**config.mk**
```make
export PLATFORM = sky130hd
export DESIGN_NAME = procb_buf
export DESIGN_NICKNAME = d
export VERILOG_FILES = /design/src/rtl/procb_buf.sv
export SDC_FILE = /design/constraint.sdc
export NUM_CORES = 2
export LEC_CHECK = 0
export ABC_AREA = 0
export CORE_MARGIN = 5
export CORE_UTILIZATION = 40
export DETAILED_ROUTE_END_ITERATION = 16
export DONT_BUFFER_PORTS = 1
export GPL_TIMING_DRIVEN = 0
export HOLD_SLACK_MARGIN = 0.15
export PLACE_DENSITY_LB_ADDON = 0.2
export SYNTH_ARGS = -nofsm -noshare
export SYNTH_HDL_FRONTEND = slang
export SYNTH_SLANG_ARGS = --single-unit
```
**constraint.sdc**
```tcl
create_clock -name CLK -period 12.4 [get_ports CLK]
set_clock_uncertainty 0.15 [all_clocks]
set_input_delay 2.48 -clock CLK [delete_from_list [all_inputs] [get_ports CLK]]
set_output_delay 2.48 -clock CLK [all_outputs]
set_load 0.01 [all_outputs]
```
**src/rtl/procb_buf.sv**
```systemverilog
// Per-thread procb record store: one small circular queue per thread with a
// committed read pointer and a speculative lookup pointer (commit/rollback).

module procb_buf_thread #(
   parameter int PW = 3
) (
   input  logic          CLK,
   input  logic          RST,
   input  logic          wr_inc,
   input  logic          rd_inc,
   input  logic          lk_inc,
   input  logic          rollback,
   input  logic          flush,
   output logic [PW-1:0] wr_ptr,
   output logic [PW-1:0] rd_ptr,
   output logic [PW-1:0] lk_ptr
);

   always_ff @(posedge CLK or posedge RST) begin
      if (RST) begin
         wr_ptr <= '0;
         rd_ptr <= '0;
         lk_ptr <= '0;
      end else if (flush) begin
         wr_ptr <= '0;
         rd_ptr <= '0;
         lk_ptr <= '0;
      end else begin
         if (wr_inc) wr_ptr <= wr_ptr + 1'b1;
         if (rd_inc) rd_ptr <= rd_ptr + 1'b1;
         // a rollback rewinds to the committed pointer and cancels any lookup
         if (rollback)    lk_ptr <= rd_ptr;
         else if (lk_inc) lk_ptr <= lk_ptr + 1'b1;
      end
   end

endmodule

module procb_buf #(
   parameter int N_THREADS     = 12,
   parameter int N_THREADS_MSB = $clog2(N_THREADS) - 1,
   parameter int DEPTH         = 4,
   parameter int DEPTH_MSB     = $clog2(DEPTH) - 1,
   parameter int D_WIDTH       = 32
) (
   input  logic                     CLK,
   input  logic                     RST,
   input  logic [N_THREADS_MSB:0]   wr_thread_num,
   input  logic                     wr_en,
   input  logic [D_WIDTH-1:0]       din,
   output logic                     wr_full,
   input  logic [N_THREADS_MSB:0]   rd_thread_num,
   input  logic                     lookup_en,
   input  logic                     rd_en,
   input  logic                     rd_rst,
   output logic                     lookup_empty,
   output logic [D_WIDTH-1:0]       dout,
   output logic                     err
);

   localparam int PW = DEPTH_MSB + 2;
   localparam int TW = N_THREADS_MSB + 1;

   logic [N_THREADS-1:0][PW-1:0] wr_ptr, rd_ptr, lk_ptr;
   logic [N_THREADS-1:0]         wr_inc, rd_inc, lk_inc, rollback, flush;
   logic [D_WIDTH-1:0]           mem [N_THREADS][DEPTH];

   logic          pend_valid;
   logic [TW-1:0] pend_thread;

   logic [PW-1:0] wr_sel_wr, rd_sel_wr, wr_sel_rd, lk_sel;
   logic          flush_wr, flush_pend, do_write, do_commit, do_rollback, do_lookup;

   assign wr_sel_wr = wr_ptr[wr_thread_num];
   assign rd_sel_wr = rd_ptr[wr_thread_num];
   assign wr_sel_rd = wr_ptr[rd_thread_num];
   assign lk_sel    = lk_ptr[rd_thread_num];

   assign wr_full      = (wr_sel_wr - rd_sel_wr) == PW'(DEPTH);
   assign lookup_empty = lk_sel == wr_sel_rd;
   assign dout         = mem[rd_thread_num][lk_sel[DEPTH_MSB:0]];

   // a flush of the target thread overrides writes and pending resolution
   assign flush_wr    = rd_rst & (rd_thread_num == wr_thread_num);
   assign flush_pend  = rd_rst & (rd_thread_num == pend_thread);
   assign do_write    = wr_en & ~wr_full & ~flush_wr;
   assign do_commit   = pend_valid & rd_en & ~flush_pend;
   assign do_rollback = pend_valid & ~rd_en & ~flush_pend;
   assign do_lookup   = lookup_en & ~lookup_empty & ~rd_rst &
                        ~(do_rollback & (pend_thread == rd_thread_num));

   for (genvar t = 0; t < N_THREADS; t++) begin : g_thr
      assign wr_inc[t]   = do_write & (wr_thread_num == TW'(t));
      assign rd_inc[t]   = do_commit & (pend_thread == TW'(t));
      assign rollback[t] = do_rollback & (pend_thread == TW'(t));
      assign lk_inc[t]   = do_lookup & (rd_thread_num == TW'(t));
      assign flush[t]    = rd_rst & (rd_thread_num == TW'(t));

      procb_buf_thread #(.PW(PW)) u_thr (
         .CLK      (CLK),
         .RST      (RST),
         .wr_inc   (wr_inc[t]),
         .rd_inc   (rd_inc[t]),
         .lk_inc   (lk_inc[t]),
         .rollback (rollback[t]),
         .flush    (flush[t]),
         .wr_ptr   (wr_ptr[t]),
         .rd_ptr   (rd_ptr[t]),
         .lk_ptr   (lk_ptr[t])
      );
   end

   always_ff @(posedge CLK) begin
      if (do_write) mem[wr_thread_num][wr_sel_wr[DEPTH_MSB:0]] <= din;
   end

   always_ff @(posedge CLK or posedge RST) begin
      if (RST) begin
         pend_valid  <= 1'b0;
         pend_thread <= '0;
         err         <= 1'b0;
      end else begin
         // every pending lookup resolves on the next cycle, so only a new one keeps it set
         pend_valid  <= do_lookup;
         pend_thread <= rd_thread_num;
         if ((wr_en & wr_full & ~flush_wr) | (lookup_en & lookup_empty & ~rd_rst))
            err <= 1'b1;
      end
   end

endmodule

```
## Word level (Yosys, flattened, before mapping)

Memory sizes are Yosys's and may differ from the RTL's.
Cells that the tools add are included.

| storage, ports and cells | value |
|---|---|
| bits in registers | 114 |
| RAM bits | 1,536 |
| input port bits | 46 |
| word-level logic and storage cells | 345 |
| memories kept | 1 |

| operators by class | value |
|---|---|
| add/sub/neg operators | 37 |
| order comparisons | 5 |
| eq/ne operators | 38 |
| multiplexer cells | 99 |
| bitwise operators | 86 |
| reduce and logical (&&, ||, !) cells | 40 |

Memory list:

| memory | words | bits a word | read ports | clocked after Yosys merged registers in | write ports | RTL line | text |
|---|---|---|---|---|---|---|---|
| mem | 12 | 128 | 1 | 0 | 1 | 66 | `logic [D_WIDTH-1:0] mem [N_THREADS][DEPTH];` |

Operator list:

| kind | count |
|---|---|
| 2-to-1 mux 3 bit | 88 |
| 2-to-1 mux 128 bit | 1 |
| adder 3 x 1 -> 3 bit (second input constant) | 36 |
| 2-to-1 mux 32 bit | 3 |
| bitwise AND 1 bit | 76 |
| binary-select mux 32 bit (select 2 bit) | 1 |
| demux 32 bit (select 2 bit) | 1 |
| binary-select mux 3 bit (select 4 bit) | 4 |
| == test 4 x 3 -> 1 bit (second input constant) | 12 |
| == test 4 bit (second input constant) | 12 |
| nonzero test 2 bit | 24 |
| nonzero test 3 bit | 12 |
| == test 4 x 2 -> 1 bit (second input constant) | 6 |
| == test 4 x 1 -> 1 bit (second input constant) | 3 |
| == test 4 bit | 3 |
| zero test 4 bit | 3 |
| less-than comparator 4 x 5 -> 1 bit (second input constant) | 2 |
| inverter 1 bit | 7 |
| >= comparator 3 bit (second input constant) | 2 |
| inverter 2 -> 3 bit | 2 |
| == test 3 bit | 1 |
| == test 3 bit (second input constant) | 1 |
| less-than comparator 3 x 1 -> 1 bit (second input constant) | 1 |
| subtractor 3 bit | 1 |
| 3 further kinds | 3 |

## Logic depth before layout (Yosys ltp)

| logic depth | value |
|---|---|
| depth after elaboration | 11 |
| mapped depth | 17 |
| mapped depth without buffers | 11 |

## Hierarchy

From an unflattened synthesis, not the netlist that was laid out.

| second synthesis, totals | value |
|---|---|
| cell total of the unflattened synthesis | 3,356 |
| area, all modules | 66,754.0 um^2 |

Modules (own cells, without submodules):

| module | instances | cells an instance | area an instance (um^2) |
|---|---|---|---|
| procb_buf | 1 | 2,888 | 61,303.8 |
| procb_buf_thread | 12 | 39 | 454.2 |

## Worst setup path after synthesis

OpenSTA, ideal clock, no wires.

| timing | value |
|---|---|
| path kind | input-to-reg |
| start point | input port wr_thread_num[0] |
| end point | memory mem[11][64] in the netlist's numbering, enable pin |
| setup time | 461 ps |
| arrival time | 7,504 ps |
| data required time | 11,789 ps |
| slack | 4,285 ps |
| stages | 14 |
| buffers on the path | 4 |
| cell sequence | buf_4 -> buf_4 -> buf_1 -> mux4_2 -> mux2i_1 -> o21ai_0 -> ha_1 -> nor2b_1 -> xnor3_1 -> or2_1 -> buf_2 -> clkinv_4 -> or3_1 -> nor3_1 |

| between the ends | value |
|---|---|
| longest elaborated chain between the ends | 9 |
| elaborated cells on any way between the ends | 20 |
| classes of those cells | add/sub: 1; order compare: 2; eq/ne: 2; mux: 8; bitwise: 6; reduce/logical: 1 |

RTL lines:

| element | RTL line | text |
|---|---|---|
| from (decl) | 48 | `input logic [N_THREADS_MSB:0] wr_thread_num,` |
| binary-select mux 3 bit (select 4 bit), on equally long branches | 74, 75 |  |
| 2-to-1 mux 3 bit, on equally long branches | 74, 75 |  |
| subtractor 3 bit | 79 | `assign wr_full = (wr_sel_wr - rd_sel_wr) == PW'(DEPTH);` |
| == test 3 bit | 79 |  |
| inverter 1 bit | 86 | `assign do_write = wr_en & ~wr_full & ~flush_wr;` |
| bitwise AND 1 bit (2 in series) | 86 |  |
| 2-to-1 mux 1 bit | 114 | `if (do_write) mem[wr_thread_num][wr_sel_wr[DEPTH_MSB:0]] <= din;` |
| 2-to-1 mux 128 bit (not written as such) | 114 |  |
| to (decl) | 66 |  |

Parallel ways exist; a longest one is shown, timed or not. The select of a mux whose other input is x is not followed.

## Final worst setup path

| timing | value |
|---|---|
| start point | input port rd_thread_num[2] |
| end point | output port dout[22] |

| between the ends | value |
|---|---|
| longest elaborated chain between the ends | 6 |
| elaborated cells on any way between the ends | 7 |
| classes of those cells | mux: 5; bitwise: 1; memory: 1 |

RTL lines:

| element | RTL line | text |
|---|---|---|
| from (decl) | 52 | `input logic [N_THREADS_MSB:0] rd_thread_num,` |
| binary-select mux 3 bit (select 4 bit) | 77 | `assign lk_sel = lk_ptr[rd_thread_num];` |
| 2-to-1 mux 3 bit (not written as such) | 77 |  |
| inverter 2 -> 3 bit (not written as such) | 81 | `assign dout = mem[rd_thread_num][lk_sel[DEPTH_MSB:0]];` |
| binary-select mux 32 bit (select 2 bit) (*) | 81 |  |
| 2-to-1 mux 32 bit (not written as such) (*) (2 in series) | 81 |  |
| to (decl) | 57 | `output logic [D_WIDTH-1:0] dout,` |

Every way passes the cells marked *; elsewhere a longest branch is shown, timed or not. The select of a mux whose other input is x is not followed.

==> run metrics <==
total track usage 0.215; clock sink count 1650; Starting Density 0.403; wire length per cell 31.3 µm; Clock transition at path regs around 0.060 ns; DR vias ~35000; crit path capture dout[22]; Worst Setup Start Kind input port; clock latency on the worst-skew pair between 0.7 and 0.8 ns; Synth Area in XOR/XNOR 0.00693; chip height 418 µm; Slew HR 0.0494; layout cell share with drive strength beyond 1 0.227; Routed WL 189000 µm; max cap viols 0; vias in the first global route 34900; synthesized area 66700 µm²; post-synthesis sequential area ratio 0.735; # IOs 81; postcts setup bufs 0; first-pass GRT wire length approximately 270000 µm; post-synthesis net count 3548; Worst Tran Pin Value 1.42 ns; Data arrival, critical path 7.03 ns; DP HPWL 125000 µm; Post-route DRC 0; main combinational cell family by area after synthesis multiplexers; EDFF count, synth between 1500 and 2000; via/cell ratio 5.80; final hold violations 0; number of hold buffers added after cts 0; ys flop type edfxtp_1; WHS 0.345 ns; Crit Path Class input port to output port; simple-gate area share of the yosys netlist 0.0363; max-slew violations 0; Crit Path Max Fanout 11; row cnt roughly 150; Overflow after GRT 0; hold path depth 1; Max Fclk roughly 100 MHz; Comb power frac 0.089; Placed Area around 70000 µm²; R2R Path Start g_thr[2].u_thr.wr_ptr[0]; die area around 170000 µm²; synthesized flop and latch total 1650; P_int 9.40 mW; CTS tree yes; CP Capture Type output port; Netlist cell types between 70 and 80; post-synthesis mux area share 0.165; TritonCTS Buffers 174; final worst slack roughly 2.7 ns; crit path launch rd_thread_num[2]; setup TNS 0 ns; Sequential Power Share 0.506; post-route ant nets 0; FILL cells 13900; fin crit share 0.779; Post-Place Setup Slack ~2.8 ns; Synth Warn # 0; Sw Share 0.242; Layout Cells excl Fill 6032; Die Span X 418 µm; Area growth syn-to-layout 14.6%; HP Class flip-flop to flip-flop; 1st-pass router iterations 6; RSZ-0062 raised after global routing false; Post-Synth Adder-Cell Area 0.00713; compound-gate portion of the synthesized area 0.0358; Power Density 162 nW/µm²; cell area after layout 76400 µm²; Max VDD drop about 130 µV; PortBufs 0; Reg-to-Reg End mem[6][105]; Mapped Cells 3464; CTS HTree Levels 4; CTS root buffer clkbuf_16; most common cell after layout, fill and taps aside edfxtp_1; Slowest Stage Delay on Critical Path 1.14 ns; NetSw 3.01 mW; ys async rst share 0.0691; Syn Area/Cell around 19 µm²; Worst Path Required 9.77 ns; Core Footprint 165000 µm²; CTS Buffer Depth 3; violation count after the first detailed-route iteration 3828; worst reg2reg setup slack 7.59 ns; initial antenna violation count 7; final setup violating endpoints 0; pin count of the biggest net entering global routing 74; R2R depth 14; clock power share 0.406; min cycle time layout 9.66 ns; post-CTS sizing 0; # placed instances 5710; most frequent cells in the layout edfxtp_1, mux4_2, nor2_1; Nets 3781; highest-delay cell along the critical path a211oi_1; Leak approximately 25 nW; gp weighted congestion 0.859; status finished, final reports clean; cell breakdown of the critical path buf_2 -> clkbuf_1 -> buf_1 -> mux2i_1 -> nor2_1 -> a21oi_1 -> nor2_1 -> a211oi_1 -> a21oi_1
[worst max-delay path, delay by kind of cell]
kind                   cells  cell delay (ns)
buffers and inverters      3             2.09
AO/OA/AOI/OAI              3             1.81
multiplexers               1             0.43
AND/OR/NAND/NOR            2             0.16
[area by class of cell]
cell class,instances,area [µm²],area share
Clock inverter,83,790,0.0103
Inverter,10,47.5,0.000622
Buffer,198,913,0.0120
Timing Repair Buffer,57,1170,0.0153
Clock buffer,233,4690,0.0613
Sequential cell,1650,49000,0.641
Tap cell,2189,2740,0.0358
Multi-Input combinational cell,1606,17100,0.224
Antenna cell,6,15.0,0.000196
[power groups by stage]
stage	logic (mW)	clock network [mW]	registers [mW]
floorplan	0.654	0	6.36
global placement	1.06	0	6.39
detailed placement	1.10	0	6.39
CTS	1.11	5.11	6.27
global route	1.16	5.36	6.28
finish	1.10	5.03	6.27
[cells in the mapped netlist (3+ instances only)]
| cell type | number | area (µm²) |
|---|---|---|
| a211oi_1 | 35 | 263 |
| a21oi_1 | 170 | 851 |
| a22oi_1 | 4 | 30.0 |
| a31o_2 | 4 | 35.0 |
| a31oi_1 | 9 | 56.3 |
| a32oi_1 | 4 | 35.0 |
| and2_1 | 12 | 75.1 |
| and3_1 | 8 | 50.1 |
| buf_1 | 38 | 143 |
| buf_2 | 63 | 315 |
| buf_4 | 9 | 67.6 |
| buf_6 | 6 | 67.6 |
| clkbuf_1 | 81 | 304 |
| dfrtp_1 | 114 | 2850 |
| edfxtp_1 | 1536 | 46100 |
| ha_1 | 38 | 475 |
| inv_1 | 8 | 30.0 |
| mux2i_1 | 151 | 1510 |
| mux4_2 | 419 | 9440 |
| nand2_1 | 157 | 589 |
| nand2_2 | 6 | 37.5 |
| nand2b_1 | 9 | 56.3 |
| nand3_1 | 36 | 180 |
| nand4_1 | 25 | 156 |
| nor2_1 | 247 | 927 |
| nor2b_1 | 13 | 81.3 |
| nor3_1 | 13 | 65.1 |
| o2111ai_1 | 3 | 26.3 |
| o211ai_1 | 19 | 143 |
| o21ai_0 | 97 | 485 |
| o21ai_1 | 10 | 50.1 |
| o311ai_0 | 3 | 26.3 |
| o31ai_1 | 15 | 113 |
| or2_2 | 3 | 18.8 |
| or3_1 | 9 | 56.3 |
| or4_1 | 3 | 22.5 |
| xnor2_1 | 18 | 158 |
| xor2_1 | 24 | 210 |
[registers in the layout, indices dropped and copies added (netlist names)]
| register | flops |
|---|---|
| err | 1 |
| g_thr.u_thr.lk_ptr | 36 |
| g_thr.u_thr.rd_ptr | 36 |
| g_thr.u_thr.wr_ptr | 36 |
| mem | 1536 |
| pend_thread | 4 |
| pend_valid | 1 |
[cell families after synthesis]
family | after synthesis
DFF | 1650
muxes | 572
and+or+nand+nor | 553
AOI/OAI and AO/OA | 397
buffers and inverters | 208
xor gates and xnor gates | 46
adders and majority gates | 38
[layer usage]
metal  vias up  track usage  routed length, µm
met1     18800        0.306              79700
met4         0       0.0674               6270
met5         -            0                  0
met3       230       0.0433              14300
met2      1381        0.338              88600
li1      14600            -                  -
[how the worst min path moves through the flow]
stage                                   start                         to  slack (ns)
global route         g_thr[0].u_thr.wr_ptr[2]   g_thr[0].u_thr.wr_ptr[2]        0.37
floorplan            g_thr[6].u_thr.wr_ptr[2]   g_thr[6].u_thr.wr_ptr[2]        0.31
finish              g_thr[11].u_thr.wr_ptr[2]  g_thr[11].u_thr.wr_ptr[2]        0.34
CTS                  g_thr[0].u_thr.wr_ptr[2]   g_thr[0].u_thr.wr_ptr[2]        0.35
detailed placement   g_thr[0].u_thr.wr_ptr[2]   g_thr[0].u_thr.wr_ptr[2]        0.34
global placement     g_thr[5].u_thr.wr_ptr[2]   g_thr[5].u_thr.wr_ptr[2]        0.33
[metrics by stage]
stage	power, mW	utilization
floorplan	7.01	-
global placement	7.45	0.420
detailed placement	7.49	0.429
CTS	12.5	0.462
global route	12.8	0.462
finish	12.4	0.462
Note: power is estimated with default switching activity, not from simulation.
